### src/rtl/lock_qualified_reset_sequencer.sv
// Lock-qualified reset sequencer: synchronises PLL lock, holds downstream reset
// for a programmable time, re-asserts it on filtered lock loss, and generates CE strobes + heartbeat.
module lock_qualified_reset_sequencer #(
  parameter int                        SYNC_STAGES = 2,
  parameter int                        HOLD_CYCLES = 65536,
  parameter int                        LOSS_FILTER = 16,
  parameter int                        N_CE        = 2,
  parameter int                        DIV_W       = 16,
  parameter logic [N_CE*DIV_W-1:0]     DIV_LIST    = {16'd12000, 16'd12},
  parameter int                        HB_DIV      = 8388608
) (
  input  logic            clk_in,
  input  logic            resetn_in,
  input  logic            lock_in,
  output logic            sys_resetn_out,
  output logic [N_CE-1:0] ce_out,
  output logic            hb_out,
  output logic [1:0]      state_out,
  output logic [7:0]      loss_cnt_out
);

  localparam int HOLD_W = $clog2(HOLD_CYCLES + 1);
  localparam int FILT_W = $clog2(LOSS_FILTER + 1);
  localparam int HB_W   = $clog2(HB_DIV + 1);

  localparam logic [HOLD_W-1:0] HOLD_LAST = HOLD_W'(HOLD_CYCLES - 1);
  localparam logic [FILT_W-1:0] FILT_LAST = FILT_W'(LOSS_FILTER - 1);
  localparam logic [HB_W-1:0]   HB_LAST   = HB_W'(HB_DIV - 1);

  if (SYNC_STAGES < 2) begin : g_errSync
    $error("SYNC_STAGES must be at least 2");
  end
  if (HOLD_CYCLES < 1) begin : g_errHold
    $error("HOLD_CYCLES must be at least 1");
  end
  if (LOSS_FILTER < 1) begin : g_errFilt
    $error("LOSS_FILTER must be at least 1");
  end
  if (HB_DIV < 1) begin : g_errHb
    $error("HB_DIV must be at least 1");
  end

  typedef enum logic [1:0] {
    WAIT_LOCK = 2'd0,
    HOLD      = 2'd1,
    RUN       = 2'd2,
    GLITCH    = 2'd3
  } state_t;

  state_t                 r_state;
  state_t                 w_stateNext;
  logic [SYNC_STAGES-1:0] r_sync;
  logic                   w_lockS;
  logic [HOLD_W-1:0]      r_holdCnt;
  logic [HOLD_W-1:0]      w_holdNext;
  logic [FILT_W-1:0]      r_filtCnt;
  logic [FILT_W-1:0]      w_filtNext;
  logic                   w_lossEvent;
  logic                   w_relNext;
  logic                   r_sysResetn;
  logic [7:0]             r_lossCnt;
  logic [HB_W-1:0]        r_hbCnt;
  logic                   r_hb;

  always_ff @(posedge clk_in or negedge resetn_in) begin
    if (!resetn_in) r_sync <= '0;
    else            r_sync <= {r_sync[SYNC_STAGES-2:0], lock_in};
  end

  assign w_lockS = r_sync[SYNC_STAGES-1];

  always_ff @(posedge clk_in or negedge resetn_in) begin
    if (!resetn_in) begin
      r_state   <= WAIT_LOCK;
      r_holdCnt <= '0;
      r_filtCnt <= '0;
    end else begin
      r_state   <= w_stateNext;
      r_holdCnt <= w_holdNext;
      r_filtCnt <= w_filtNext;
    end
  end

  // Loss of lock during HOLD wins over a completing hold count.
  always_comb begin
    w_stateNext = r_state;
    w_holdNext  = r_holdCnt;
    w_filtNext  = r_filtCnt;
    w_lossEvent = 1'b0;
    case (r_state)
      WAIT_LOCK: begin
        w_holdNext = '0;
        w_filtNext = '0;
        if (w_lockS) w_stateNext = HOLD;
      end
      HOLD: begin
        if (!w_lockS) begin
          w_stateNext = WAIT_LOCK;
          w_holdNext  = '0;
        end else if (r_holdCnt == HOLD_LAST) begin
          w_stateNext = RUN;
          w_holdNext  = '0;
        end else begin
          w_holdNext = r_holdCnt + 1'b1;
        end
      end
      RUN: begin
        if (!w_lockS) begin
          if (LOSS_FILTER == 1) begin
            w_stateNext = WAIT_LOCK;
            w_lossEvent = 1'b1;
          end else begin
            w_stateNext = GLITCH;
            w_filtNext  = FILT_W'(1);
          end
        end
      end
      GLITCH: begin
        if (w_lockS) begin
          w_stateNext = RUN;
          w_filtNext  = '0;
        end else if (r_filtCnt == FILT_LAST) begin
          w_stateNext = WAIT_LOCK;
          w_filtNext  = '0;
          w_lossEvent = 1'b1;
        end else begin
          w_filtNext = r_filtCnt + 1'b1;
        end
      end
      default: w_stateNext = WAIT_LOCK;
    endcase
  end

  always_comb begin
    w_relNext = (w_stateNext == RUN) || (w_stateNext == GLITCH);
    state_out = r_state;
  end

  always_ff @(posedge clk_in or negedge resetn_in) begin
    if (!resetn_in) begin
      r_sysResetn <= 1'b0;
      r_lossCnt   <= '0;
    end else begin
      r_sysResetn <= w_relNext;
      if (w_lossEvent && (r_lossCnt != 8'hFF)) r_lossCnt <= r_lossCnt + 1'b1;
    end
  end

  assign sys_resetn_out = r_sysResetn;
  assign loss_cnt_out   = r_lossCnt;

  // Counters start on the first edge after release so every channel is aligned to it.
  for (genvar gi = 0; gi < N_CE; gi++) begin : g_ce
    localparam logic [DIV_W-1:0] DIV_I = DIV_LIST[gi*DIV_W +: DIV_W];
    logic r_ce;
    if (DIV_I <= 1) begin : g_const
      always_ff @(posedge clk_in or negedge resetn_in) begin
        if (!resetn_in) r_ce <= 1'b0;
        else            r_ce <= w_relNext;
      end
    end else begin : g_count
      localparam logic [DIV_W-1:0] DIV_LAST = DIV_I - 1'b1;
      logic [DIV_W-1:0] r_div;
      always_ff @(posedge clk_in or negedge resetn_in) begin
        if (!resetn_in) begin
          r_div <= '0;
          r_ce  <= 1'b0;
        end else if (!w_relNext || !r_sysResetn) begin
          r_div <= '0;
          r_ce  <= 1'b0;
        end else if (r_div == DIV_LAST) begin
          r_div <= '0;
          r_ce  <= 1'b1;
        end else begin
          r_div <= r_div + 1'b1;
          r_ce  <= 1'b0;
        end
      end
    end
    assign ce_out[gi] = r_ce;
  end

  always_ff @(posedge clk_in or negedge resetn_in) begin
    if (!resetn_in) begin
      r_hbCnt <= '0;
      r_hb    <= 1'b0;
    end else if (r_hbCnt == HB_LAST) begin
      r_hbCnt <= '0;
      r_hb    <= ~r_hb;
    end else begin
      r_hbCnt <= r_hbCnt + 1'b1;
    end
  end

  assign hb_out = r_hb;

endmodule

### config.mk
export PLATFORM = sky130hd
export DESIGN_NAME = lock_qualified_reset_sequencer
export DESIGN_NICKNAME = d
export VERILOG_FILES = /design/src/rtl/lock_qualified_reset_sequencer.sv
export SDC_FILE = /design/constraint.sdc
export NUM_CORES = 1
export LEC_CHECK = 0
export BUFFER_PORTS_ARGS = -buffer_cell sky130_fd_sc_hd__buf_4
export CAP_MARGIN = 5
export CORE_MARGIN = 8
export CORE_UTILIZATION = 40
export DETAILED_ROUTE_END_ITERATION = 8
export GPL_TIMING_DRIVEN = 0
export SYNTH_ARGS = -nofsm -noshare
export SYNTH_HDL_FRONTEND = slang
export SYNTH_SLANG_ARGS = --single-unit
### constraint.sdc
create_clock -name clk_in -period 1.81 [get_ports clk_in]
set_input_delay 0.362 -clock clk_in [delete_from_list [all_inputs] [get_ports clk_in]]
set_output_delay 0.362 -clock clk_in [all_outputs]
set_load 0.01 [all_outputs]
==> results of run 1 <==
sequential cells by signal (all words and copies together) (netlist names):
signal and flops:
r_holdCnt 17, r_hbCnt 24, r_sync 2, r_filtCnt 5, state_out 2, loss_cnt_out 8
hb_out 1, g_ce.r_ce 2, g_ce.g_count.r_div 32
synthesized netlist by cell type, types with 2 or more instances:
cell	count	area share, %
a21oi_1	9	0.99
a22o_1	2	0.38
a31oi_1	3	0.41
and3_1	8	1.1
and4_1	5	0.96
buf_2	3	0.33
buf_4	3	0.49
buf_6	3	0.74
clkbuf_1	7	0.58
dfrtp_1	93	51
ha_1	6	1.6
inv_1	14	1.2
mux2i_1	4	0.88
nand2_1	50	4.1
nand2b_1	4	0.55
nand3_1	31	3.4
nand4_1	14	1.9
nor2_1	68	5.6
nor2b_1	2	0.27
nor3_1	10	1.1
nor3b_1	4	0.66
nor4_1	5	0.69
nor4_4	3	1.4
o21ai_0	17	1.9
o21ai_1	2	0.22
o22ai_1	2	0.27
o31ai_1	3	0.49
or3_1	4	0.55
xnor2_1	24	4.6
xor2_1	33	6.3
power by group through the flow:
stage / Combinational [mW] / Clock (mW) / Sequential, mW
2_1_floorplan: 0.0258 / 0 / 2.13
3_3_place_gp: 0.0825 / 0 / 2.13
3_5_place_dp: 0.0835 / 0 / 2.13
4_1_cts: 0.0892 / 1.97 / 2.09
5_1_grt: 0.101 / 2.04 / 2.09
6_report: 0.0864 / 1.91 / 2.09
stage by stage:
step | TNS (ns) | hold slack (ns) | util, %
finish | -0.01683 | 0.1192 | 48.55
global route | -0.5202 | 0.1036 | 48.55
CTS | -0.2374 | 0.1048 | 47.32
detailed placement | -15.99 | 0.3839 | 43.07
global placement | -13.57 | 0.3785 | 43.07
floorplan | 0 | 0.06641 | -
kinds of logic (layout without fill, tap and decap cells):
kind of cell / Yosys count / in the layout
compound gates: 47 / 47
fa+ha+maj: 6 / 6
xor+xnor: 57 / 57
buf+inv: 31 / 82
simple gates: 222 / 222
flops: 93 / 93
mux: 5 / 5
worst reg2reg max path: cells and delay by family (launching register included):
kind / cells / cell delay, ns
and+or+nand+nor: 4 / 1.01
adders and majority gates: 1 / 0.19
xor gates and xnor gates: 1 / 0.17
DFF: 1 / 0.38
worst max path at each step:
stage / from / end / slack, ns / cells after the start
detailed placement: r_filtCnt[1] / g_ce[0].g_count.r_div[13] / -0.53 / 7
global placement: r_filtCnt[1] / g_ce[0].g_count.r_div[12] / -0.48 / 7
floorplan: r_hbCnt[0] / r_hbCnt[11] / 0.01 / 8
global route: r_filtCnt[1] / loss_cnt_out[7] / -0.09 / 6
CTS: r_hbCnt[1] / hb_out / -0.06 / 8
finish: r_filtCnt[1] / loss_cnt_out[7] / -0.01 / 6
layout make-up:
| class | instances | area (um^2) | share of cell area, % |
|---|---|---|---|
| Sequential cell | 93 | 2330 | 42.57 |
| Inverter | 14 | 52.55 | 0.9602 |
| Tap cell | 143 | 178.9 | 3.269 |
| Clock buffer | 10 | 229.0 | 4.184 |
| Multi-Input combinational cell | 337 | 2231 | 40.76 |
| Clock inverter | 6 | 71.32 | 1.303 |
| Buffer | 12 | 80.08 | 1.463 |
| Timing Repair Buffer | 40 | 300.3 | 5.487 |
metal layers:
metal / vias to the layer above / share of wire (%) / global-route usage, %
met2: 40 / 48 / 20.56
met5: - / 0 / 0
li1: 1683 / - / -
met3: 10 / 3.7 / 4.462
met4: 0 / 1.1 / 4.341
met1: 1645 / 47 / 15.75
repair_timing:
| action | 4_1_cts | 5_1_grt |
|---|---|---|
| gates resized for setup | 15 | 30 |
| pin swaps | 14 | 11 |
| endpoints found under the hold margin | 0 | 0 |
| gates cloned | 0 | 1 |
| setup endpoints to repair | 72 | 65 |
| setup buffers | 17 | 6 |
==> metrics.md, run 1 <==
| Metric | Value |
|---|---|
| Finished Layout Cells | 655 |
| Clk root buf | clkbuf_16 |
| Synth-to-Final Area Change | 20.16% |
| Largest net degree at the start of global routing | 94 |
| Slew margin rel. | 23.07% |
| Synthesized area | 4554 um^2 |
| DP Cell Count | 620 |
| Post-synthesis compound-gate area fraction | 6.401% |
| Clk slew on worst S/H paths | 0.07 ns |
| Gpl congestion | 0.7610 |
| Synth Area in Adders | 1.648% |
| RSZ-0062 raised after global routing | yes |
| Post-Synth XOR/XNOR Area | 10.96% |
| FF-to-FF setup slack | -0.01 ns |
| CTS tree | built |
| CTS Hold Buffers Added | 0 |
| Largest delay share family, worst path | simple AND/OR/NAND/NOR gates |
| PD cells | 746.3 nW/um^2 |
| Share of power burned in registers | 51.1% |
| Max Clk Rate | 548.8 MHz |
| First-pass GRT wire length | 15300 um |
| Hold Crit Class | in -> reg |
| Tcrit/Tclk final | 100.7% |
| Max stage delay on crit path | 0.48 ns |
| Post-DP HPWL | 5694 um |
| Port buffer count | 16 |
| Post-synth EDFFs | 0 |
| Net Sw Power | 0.8987 mW |
| Worst R2R Start | r_filtCnt[1] |
| Initial Util | 40.40% |
| WHS Path Cells | 1 |
| Yosys reg bits | 93 |
| Overall Global Routing Usage | 12.81% |
| Die area | 15060 um^2 |
| Max VDD drop | 0.5316 mV |
| Clk pwr share | 46.7% |
| Clock sinks | 93 |
| Largest fanout on the critical path | 8 |
| Post-synthesis mux area share | 1.126% |
| Failing checks | negative setup slack |
| Via count | 3378 |
| Ys async rst share | 100.0% |
| Post-Syn Area per Cell | 9.879 um^2 |
| Worst path bufs/invs | 0 |
| Initial antenna violation count | 0 |
| WS Path Type | reg -> reg |
| Drc violations | 0 |
| Clock buffer depth | 2 |
| # Max-Cap Violations | 0 |
| Primary FF master, synth | dfrtp_1 |
| Num rows | 39 |
| Internal power | 3.185 mW |
| DR WL/cell | 13.69 um |
| IO Pins | 17 |
| Combinational group share of total power | 2.1% |
| CP Capture Type | flop |
| Syn_nets | 470 |
| Die H | 122.7 um |
| Sw Ratio | 22.01% |
| CTS buffer count | 9 |
| Most common cell after layout, fill and taps aside | dfrtp_1 |
| Slowest cell on the critical path | or3_4 |
| Initial DRT Pass Iterations | 4 |
| Ys Warns | 0 |
| Layout Nets | 516 |
| DR iter-0 viols | 235 |
| Vias in the first global route | 3238 |
| Endpoints failing hold | 0 |
| Cells on worst reg2reg path | 6 |
| Largest family of logic cells by synthesized area | simple AND/OR/NAND/NOR gates |
| Die width | 122.7 um |
| Pleak | 2.373 nW |
| Min Tclk post-route | 1.822 ns |
| Total chip power | 4.084 mW |
| Post-route ant nets | 0 |
| Fill cells | 1034 |
| Detailed Route WL | 8964 um |
| Fin worst setup slack | -0.01200 ns |
| Post-Synth Simple-Gate Area | 25.36% |
| Htree depth | 3 |
| Final Instance Area | 5473 um^2 |
| Core area | 11270 um^2 |
| CP required | 2.08 ns |
| Routed vias/inst | 5.157 |
| Hold path startpoint | lock_in |
| Syn Inst Count | 461 |
| Final Skew | 0.007233 ns |
| Worst Setup Slack post-DPL | -0.5303 ns |
| Crit path cell chain | ha_2, and4b_1, nand2_2, or3_4, nor4_4, xor2_1 |
| Most frequent cells in the layout | dfrtp_1, nor2_1, nand2_1, buf_4, xor2_1 |
| Outcome | finished with violations |
| Cell variety after synth | 55 |
| Worst Setup Start Kind | flop |
| Grt total ovfl | 0 |
| Layout cells sized above 1 | 19.92% |
| R2R Path End | loss_cnt_out[7] |
| Placed inst area | 4855 um^2 |
| Slew Limit Fails | 0 |
| Worst-Margin Slew | 1.154 ns |
| Clk_lat worst skew | 0.35 ns |
| Worst Hold End | r_sync[0] |
| CP arrival | 2.10 ns |
| Final setup viols | 2 |
| ANT cells | 0 |
| Sequential fraction of the synthesis area | 51.10% |
Note: power is estimated with default switching activity, not from simulation.
==> inputs of run 2 (changes only) <==
- CTS_BUF_LIST: unset -> sky130_fd_sc_hd__clkbuf_8
- RECOVER_POWER: unset -> 100
==> run 2 against run 1 <==
Compared with the run above: the run now ends clean; clock power shrank 26%; setup slack better by 0.012 ns; core utilization fell by 1.1 points.
==> metrics.md, run 2 (synthesized netlist as in run 1, its figures left out) <==
| Metric | Value |
|---|---|
| First-pass GRT wire length | 15210 um (-0.54%) |
| Final setup viols | 0 (-2) |
| Slowest cell on the critical path | or3_4 |
| CTS Hold Buffers Added | 0 (unchanged) |
| Crit path cell chain | ha_2, and4b_1, nand2_2, or3_4, nor4_4, xor2_1 |
| Clk slew on worst S/H paths | 0.10 ns (+0.03 ns) |
| Combinational group share of total power | 2.4% (+0.3 points) |
| Num rows | 39 (unchanged) |
| Gpl congestion | 0.7610 (unchanged) |
| CTS tree | built |
| Max reg flops | 32 (unchanged) |
| PD cells | 670.3 nW/um^2 (-10%) |
| Final Skew | 0.009641 ns (+0.002408 ns) |
| Max VDD drop | 0.4915 mV (-7.5%) |
| Vias in the first global route | 3248 (+0.31%) |
| Fill cells | 1046 (+1.2%) |
| Worst Setup Slack post-DPL | -0.5303 ns (unchanged) |
| R2R Path End | loss_cnt_out[7] |
| Via count | 3370 (-0.24%) |
| DR iter-0 viols | 206 (-12%) |
| Tcrit/Tclk final | 99.99% (-0.67 points) |
| Synth-to-Final Area Change | 17.42% |
| Pleak | 2.309 nW (-2.7%) |
| Core area | 11270 um^2 (unchanged) |
| Net Sw Power | 0.8386 mW (-6.7%) |
| WHS | 0.1173 ns (-0.001970 ns) |
| Layout Nets | 518 (+0.39%) |
| Critical path capture point | loss_cnt_out[7] |
| FF-to-FF setup slack | 0.0002 ns (about the same) |
| Initial DRT Pass Iterations | 4 (unchanged) |
| Worst R2R Start | r_filtCnt[1] |
| Initial antenna violation count | 0 (unchanged) |
| Slew Limit Fails | 0 (unchanged) |
| Initial Util | 40.40% (unchanged) |
| Area occupied by multi-input gates | 2225 um^2 (-0.28%) |
| Clock sinks | 93 (unchanged) |
| Util after Layout | 47.44% (-1.1 points) |
| Clk_lat worst skew | 0.37 ns (+0.02 ns) |
| Reg with most FFs | g_ce.g_count.r_div |
| Critical Path Source | r_filtCnt[1] |
| Outcome | finished, final reports clean |
| Share of power burned in registers | 58.2% (+7.1 points) |
| Internal power | 2.746 mW (-14%) |
| Die area | 15060 um^2 (unchanged) |
| Total chip power | 3.585 mW (-12%) |
| Finished Layout Cells | 657 (+0.31%) |
| Worst Setup Start Kind | flop |
| Max Clk Rate | 552.5 MHz (+0.67%) |
| CP arrival | 2.11 ns (about the same) |
| Overall Global Routing Usage | 12.68% (-0.13 points) |
| Endpoints failing hold | 0 (unchanged) |
| DR WL/cell | 13.56 um (-0.92%) |
| Die width | 122.7 um (unchanged) |
| Drc violations | 0 (unchanged) |
| Largest net degree at the start of global routing | 94 (unchanged) |
| CP Capture Type | flop |
| Sw Ratio | 23.39% (+1.4 points) |
| Slew margin rel. | 15.36% (-7.7 points) |
| Grt total ovfl | 0 (unchanged) |
| CTS buffer count | 9 (unchanged) |
| Port buffer count | 16 (unchanged) |
| Post-DP HPWL | 5694 um (unchanged) |
| ANT cells | 0 (unchanged) |
| Htree depth | 3 (unchanged) |
| Max stage delay on crit path | 0.49 ns (about the same) |
| Most common cell after layout, fill and taps aside | dfrtp_1 |
| WS Path Type | reg -> reg |
| RSZ-0062 raised after global routing | yes |
| Clock buffer depth | 2 (unchanged) |
| Most frequent cells in the layout | dfrtp_1, nor2_1, nand2_1, buf_4, xor2_1 |
| Clk root buf | clkbuf_8 |
| Layout cells sized above 1 | 18.48% (-1.4 points) |
| DP Cell Count | 620 (unchanged) |
| CP required | 2.11 ns (+0.03 ns) |
| Cells on worst reg2reg path | 6 (unchanged) |
| Die H | 122.7 um (unchanged) |
| Detailed Route WL | 8909 um (-0.61%) |
| Largest regs | g_ce.g_count.r_div: 32 flops, r_hbCnt: 24 flops, r_holdCnt: 17 flops |
| Clk pwr share | 39.4% (-7.3 points) |
| Hold Crit Class | in -> reg |
| Routed vias/inst | 5.129 (-0.54%) |
| Fin worst setup slack | 0.0002056 ns (+0.01221 ns) |
| IO Pins | 17 (unchanged) |
| Register Area | 2330 um^2 (unchanged) |
| Post-route ant nets | 0 (unchanged) |
| # Max-Cap Violations | 0 (unchanged) |
| Min Tclk post-route | 1.810 ns (-0.01221 ns) |
| Largest fanout on the critical path | 8 (unchanged) |
| Worst-Margin Slew | 1.270 ns (+0.1157 ns) |
==> run 2: metal layers <==
metal  track usage [%]  vias to the layer above  routed length, um
met5                 0                        -                  0
met4             4.950                        0                140
met3             4.324                       11                313
met2             19.95                       41               4233
met1             15.75                     1637               4221
li1                  -                     1681                  -
==> run 2: area by class of cell <==
type	count	share of cell area, %
clock inverter	7	1.404
inverter	14	0.9827
tap	143	3.346
sequential	93	43.57
timing repair buffer	42	5.264
buffer	12	1.521
multi-input combinational	337	41.60
clock buffer	9	2.316
==> run 2: worst min path at each step <==
stage	slack (ns)	endpoint	depth (start not counted)	startpoint
2_1_floorplan	0.07	g_ce[0].g_count.r_div[0]	0	resetn_in
3_3_place_gp	0.38	r_sync[1]	0	r_sync[0]
3_5_place_dp	0.38	r_sync[1]	0	r_sync[0]
4_1_cts	0.07	r_sync[0]	1	lock_in
5_1_grt	0.09	r_sync[0]	1	lock_in
6_report	0.12	r_sync[0]	1	lock_in
==> run 2: power groups by stage <==
stage                     logic (mW)  registers (mW)  clock network, mW
final                         0.0864            2.09               1.41
after global routing           0.101            2.09               1.54
after CTS                     0.0889            2.09               1.47
after detailed placement      0.0835            2.13                  0
after global placement        0.0825            2.13                  0
after floorplan               0.0258            2.13                  0
==> run 2: metrics by stage <==
| step | area, um^2 | TNS, ns |
|---|---|---|
| after detailed placement | 4855 | -15.99 |
| after CTS | 5228 | -0.03628 |
| final | 5348 | 0 |
| after floorplan | 4556 | 0 |
| after global placement | 4855 | -13.57 |
| after global routing | 5348 | -0.4146 |
==> run 2: critical path: cells and delay by family (launching register included) <==
kind,cells,cell delay [ns]
flip-flops,1,0.38
adder cells (fa/ha/maj),1,0.18
AND/OR/NAND/NOR,4,1.01
XOR/XNOR,1,0.17
==> run 2: what timing repair did <==
| action | in CTS | in global routing |
|---|---|---|
| pin swaps | 13 | 9 |
| endpoints found under the setup margin | 72 | 64 |
| cloned | 0 | 1 |
| gates resized for setup | 16 | 31 |
| buffers inserted | 16 | 9 |
